**src/rtl/branch_resolve_unit.sv**
```systemverilog
// Branch/jump resolution stage: evaluates BRANCH/JAL/JALR, registers a one-cycle
// redirect toward fetch, trains a 2-bit BHT and counts mispredictions.
module branch_resolve_unit #(
  parameter int XLEN        = 64,
  parameter int IMM_W       = 21,
  parameter int BHT_ENTRIES = 64,
  parameter int CNT_W       = 32
) (
  input  logic              clk,
  input  logic              rst,
  input  logic              in_valid,
  input  logic              flush_in,
  input  logic [XLEN-1:0]   pc,
  input  logic [6:0]        opcode,
  input  logic [2:0]        func3,
  input  logic [IMM_W-1:0]  imm,
  input  logic [XLEN-1:0]   data_rs1,
  input  logic [XLEN-1:0]   data_rs2,
  input  logic              pred_taken,
  input  logic [XLEN-1:0]   lookup_pc,
  output logic              lookup_taken,
  output logic              out_valid,
  output logic              taken,
  output logic              redirect,
  output logic [XLEN-1:0]   redirect_pc,
  output logic [XLEN-1:0]   link_data,
  output logic              illegal,
  output logic [CNT_W-1:0]  mispredict_cnt
);

  localparam int         IDX_W     = $clog2(BHT_ENTRIES);
  localparam logic [6:0] OP_BRANCH = 7'b1100011;
  localparam logic [6:0] OP_JAL    = 7'b1101111;
  localparam logic [6:0] OP_JALR   = 7'b1100111;

  logic [1:0] bht [BHT_ENTRIES];

  logic             is_branch, is_jal, is_jalr, accept;
  logic             br_illegal, legal_branch, cond_taken;
  logic [XLEN-1:0]  simm, pc_plus4, br_target, jalr_sum, target;
  logic             nxt_taken, nxt_redirect;
  logic [XLEN-1:0]  nxt_redirect_pc, nxt_link;
  logic [IDX_W-1:0] wr_idx, rd_idx;
  logic             unused_lookup_bits;

  assign simm      = {{(XLEN-IMM_W){imm[IMM_W-1]}}, imm};
  assign pc_plus4  = pc + XLEN'(4);
  assign br_target = pc + simm;
  assign jalr_sum  = data_rs1 + simm;

  assign is_branch    = (opcode == OP_BRANCH);
  assign is_jal       = (opcode == OP_JAL);
  assign is_jalr      = (opcode == OP_JALR);
  assign accept       = in_valid & ~flush_in & (is_branch | is_jal | is_jalr);
  assign br_illegal   = is_branch & (func3[2:1] == 2'b01);
  assign legal_branch = is_branch & ~br_illegal;

  always_comb begin
    cond_taken = 1'b0;
    case (func3)
      3'b000:  cond_taken = (data_rs1 == data_rs2);
      3'b001:  cond_taken = (data_rs1 != data_rs2);
      3'b100:  cond_taken = ($signed(data_rs1) <  $signed(data_rs2));
      3'b101:  cond_taken = ($signed(data_rs1) >= $signed(data_rs2));
      3'b110:  cond_taken = (data_rs1 <  data_rs2);
      3'b111:  cond_taken = (data_rs1 >= data_rs2);
      default: cond_taken = 1'b0;
    endcase
  end

  // JALR always redirects: fetch has no way to predict a register target.
  always_comb begin
    target          = is_jalr ? (jalr_sum & ~XLEN'(1)) : br_target;
    nxt_taken       = is_jal | is_jalr | (legal_branch & cond_taken);
    nxt_redirect    = is_jalr | (is_jal & ~pred_taken) |
                      (legal_branch & (cond_taken != pred_taken));
    nxt_redirect_pc = '0;
    if (nxt_redirect)
      nxt_redirect_pc = nxt_taken ? target : pc_plus4;
    nxt_link        = (is_jal | is_jalr) ? pc_plus4 : '0;
  end

  always_ff @(posedge clk) begin
    if (rst) begin
      out_valid   <= 1'b0;
      taken       <= 1'b0;
      redirect    <= 1'b0;
      redirect_pc <= '0;
      link_data   <= '0;
      illegal     <= 1'b0;
    end else if (accept) begin
      out_valid   <= 1'b1;
      taken       <= nxt_taken;
      redirect    <= nxt_redirect;
      redirect_pc <= nxt_redirect_pc;
      link_data   <= nxt_link;
      illegal     <= br_illegal;
    end else begin
      out_valid   <= 1'b0;
      taken       <= 1'b0;
      redirect    <= 1'b0;
      redirect_pc <= '0;
      link_data   <= '0;
      illegal     <= 1'b0;
    end
  end

  always_ff @(posedge clk) begin
    if (rst)
      mispredict_cnt <= '0;
    else if (accept && nxt_redirect && (mispredict_cnt != {CNT_W{1'b1}}))
      mispredict_cnt <= mispredict_cnt + CNT_W'(1);
  end

  assign wr_idx = pc[IDX_W+1:2];
  assign rd_idx = lookup_pc[IDX_W+1:2];

  // Entries come out of reset weakly not-taken; counters saturate at both ends.
  always_ff @(posedge clk) begin
    if (rst) begin
      for (int i = 0; i < BHT_ENTRIES; i++)
        bht[i] <= 2'b01;
    end else if (accept && legal_branch) begin
      if (cond_taken) begin
        if (bht[wr_idx] != 2'b11)
          bht[wr_idx] <= bht[wr_idx] + 2'b01;
      end else begin
        if (bht[wr_idx] != 2'b00)
          bht[wr_idx] <= bht[wr_idx] - 2'b01;
      end
    end
  end

  assign lookup_taken       = bht[rd_idx][1];
  assign unused_lookup_bits = ^{lookup_pc[XLEN-1:IDX_W+2], lookup_pc[1:0]};

endmodule

```
**config.mk**
```make
export PLATFORM = sky130hd
export DESIGN_NAME = branch_resolve_unit
export DESIGN_NICKNAME = d
export VERILOG_FILES = /design/src/rtl/branch_resolve_unit.sv
export SDC_FILE = /design/constraint.sdc
export NUM_CORES = 1
export LEC_CHECK = 0
export CAP_MARGIN = 20
export CORE_MARGIN = 2
export CORE_UTILIZATION = 45
export DETAILED_ROUTE_END_ITERATION = 12
export DONT_BUFFER_PORTS = 1
export REMOVE_ABC_BUFFERS = 1
export SYNTH_ARGS = -nofsm -noshare
export SYNTH_HDL_FRONTEND = slang
export SYNTH_SLANG_ARGS = --single-unit
```
**constraint.sdc**
```tcl
create_clock -name clk -period 5.9 [get_ports clk]
set_input_delay 0.59 -clock clk [delete_from_list [all_inputs] [get_ports clk]]
set_output_delay 0.59 -clock clk [all_outputs]
set_load 0.005 [all_outputs]
```
==> results.toml <==
[run_status]
status = "completed"

[setup_path]
rr_endpoint = "bht[32][1]"
worstSetupEndpointType = "flop"
crit_fanout = 4
critical_path_arrival_ps = 5020
startpoint_type = "input port"
path_class = "input port to flop"
reg2reg_from = "bht[38][1]"
crit_required_ps = 6390
rrSetupSlack_ps = 2100
reg2regPathDepth = 9
cp-startpoint = "pc[0]"

[power_and_ir_drop]
ir_worst_vdd_mv = 0.2194
leakagePower_nw = 9.290
finalPower_mw = 5.546
power.density_nw_per_um2 = 231.0

[clocking]
cts_sinks = 292
cts_buffers = 36
post_cts_resized = 0
cts_buffer_depth = 3
ctsHoldBuffers = 0
cts_setup_buffers = 0
cts_tree = "yes"
clkSlewWorstSetupHoldPaths_ps = 60
clock-root-buffer = "clkbuf_16"
clk_latency_ps = 580
htree_levels = 2

[timing]
maxSlewHeadroom_pct = 34.04
finalCritPeriodShare_pct = 76.83
worst_hold_slack_ps = 111.9
skew_ps = 23.76
hold_viol = 0
worst_slew_pin_slew_ps = 979.1
rsz0062_at_grt = "false"
setup_ws_ps = 1367
fmax_mhz = 220.6
post-route-min-period_ps = 4533
setup_viol = 0
slew_viol_final = 0
tns_ps = 0

[floorplanning]
die_width_um = 226.4
rows = 81
io_pins = 457
die_h_um = 226.4
initial_utilization_pct = 45.55
die-area_sq_um = 51240
coreArea_sq_um = 48850

[synth]
syn_inst = 2637
yosysTopAreaCellShare_pct = 17.27
ys.flop_type = "dfxtp_1"
syn_avg_cell_area_sq_um = 8.438
ys_top_cells_by_area = "edfxtp_1 (17%), dfxtp_1 (15%), ha_1 (11%)"
synthDistinctLibCells = 79
yosys_warnings = 0
ys_seq_area_share_pct = 32.03
synth-edff-count = 128
ys_seq_elements = 292
syn-cell-area_sq_um = 22250
synth_area_leader_cell = "edfxtp_1"
async_flop_share_pct = 0

[placed_design]
port-buffer-count = 0
place_hpwl_um = 57070
place_congestion = 0.9572
place_ws_ps = 847.6

[routing]
detail-route-antenna-nets = 0
post_drt_wl_per_cell_um = 23.02
drc = 0
top_layer = "met5"
vias = 20280
drtPass1Iterations = 6
dr.first_iter.drc_count = 1960
wl_met3_um = 6229
wl_met1_um = 30880
via_per_inst = 6.230
wirelength_um = 74930
route.met2.wl_um = 34760

[min_path]
min_to = "redirect_pc[2]"
hp-class = "input port to flop"
hold_depth = 1
holdCritStartpoint = "pc[2]"

[grt]
grt_max_degree = 102
first_global_vias = 19910
grt-ovfl-total = 0
track_usage_pct = 28.54
grt_first_pass_wirelength_um = 113900
antenna_found_initial = 3

[cells_and_area]
areaGrowthSynthToFinish_pct = 7.917
fill_cells = 4779
drive_gt1_share_pct = 5.523
fin_nets = 3047
fin_util_pct = 49.16

[run]
drv_cap = 0
-- cells in the final DEF (no fill, tap or decap), types with 25 or more instances in the layout --
cell type  synthesis  routed
and3_1            31      31
xor2_1            75      75
dfxtp_1          164     164
nand2_1          239     238
edfxtp_1         128     128
a21o_1           142     141
a211oi_1         108     108
nor2_1           312     312
nand3_1           69      68
buf_4              0      25
nand4_1           60      60
a221oi_1          31      31
a31oi_1           33      33
nor3_1            36      35
a22oi_1           40      39
inv_1            111     111
a21oi_1          197     197
xnor2_1          101     101
clkbuf_16          0      36
o21ai_0          101     101
ha_1             191     191
-- per-stage QoR --
stage / instance area [sq um] / instances
finish: 24010 / 3255
global route: 24010 / 3255
CTS: 24010 / 3253
detailed placement: 22830 / 3188
global placement: 22830 / 3188
floorplan: 21710 / 2496
-- sequential cells by signal (all words and copies together) (netlist names) --
signal,count
redirect_pc,64
taken,1
bht,128
mispredict_cnt,32
out_valid,1
link_data,64
redirect,1
illegal,1
-- synthesized netlist by cell type (all sizes together), types with 6 or more instances --
| cell type | number |
|---|---|
| nor2 | 313 |
| nand2 | 239 |
| a21oi | 197 |
| ha | 191 |
| dfxtp | 164 |
| a21o | 142 |
| edfxtp | 128 |
| clkbuf | 123 |
| a211oi | 111 |
| inv | 111 |
| o21ai | 103 |
| xnor2 | 101 |
| xor2 | 75 |
| nand3 | 69 |
| nand4 | 60 |
| a22oi | 40 |
| nor3 | 36 |
| a31oi | 33 |
| a221oi | 31 |
| and3 | 31 |
| o21bai | 23 |
| mux4 | 21 |
| nor2b | 20 |
| o31ai | 20 |
| nand2b | 19 |
| and2 | 18 |
| buf | 18 |
| or3 | 18 |
| o21a | 17 |
| a22o | 14 |
| or2 | 13 |
| or4 | 13 |
| and4 | 11 |
| nand3b | 11 |
| nor4 | 10 |
| a2111oi | 9 |
| a311oi | 6 |
| a41oi | 6 |
| nor3b | 6 |
-- how the worst max path moves through the flow --
stage                            endpoint  slack, ps
after global routing      redirect_pc[56]       1000
after detailed placement       bht[32][1]        850
after global placement         bht[36][0]       1010
after CTS                      bht[12][1]       1470
final                     redirect_pc[62]       1370
after floorplan           redirect_pc[63]      -2080
-- kinds of logic (layout without fill, tap and decap cells) --
kind of cell	count (synthesis)	after routing	share of synthesized area, %
compound gates	801	801	24.31
other cells	0	2	0
mux	26	26	2.384
simple gates	897	897	19.12
flops	292	292	32.03
buf+inv	252	204	4.302
fa+ha+maj	193	193	10.92
xor+xnor	176	176	6.928
-- report_power, final --
part,internal (mW),switching [mW]
Sequential,2.12,0.00927
Combinational,0.482,0.691
Clock,1.31,0.934
-- layout make-up --
| cell class | count | area, sq um | share of cell area (%) |
|---|---|---|---|
| diodes | 2 | 5.005 | 0.02084 |
| clock buffers | 53 | 988.4 | 4.116 |
| clock inverters | 12 | 186.4 | 0.7764 |
| inverters | 111 | 416.7 | 1.735 |
| multi-input cells | 2093 | 14210 | 59.18 |
| flip-flops and latches | 292 | 7127 | 29.68 |
| well taps | 664 | 830.8 | 3.460 |
| repair buffers | 28 | 247.7 | 1.032 |
-- worst max-delay path: stages --
cell and delay, ps:
ha_1 190, inv_1 70, fa_1 410, nor2b_1 180
o31a_1 200, o311ai_0 230, a211oi_1 580, o21ai_0 370
o41ai_2 550, a21oi_1 240, o31ai_1 670, nor4_1 110
a41o_1 250, o21a_1 190, a211oi_1 190
-- routing by layer --
layer	global-route usage, %	vias up
met1	35.53	9734
met4	11.86	2
li1	-	9607
met5	0	-
met3	7.257	153
met2	46.97	782
Power figures use the tool's default switching activity.
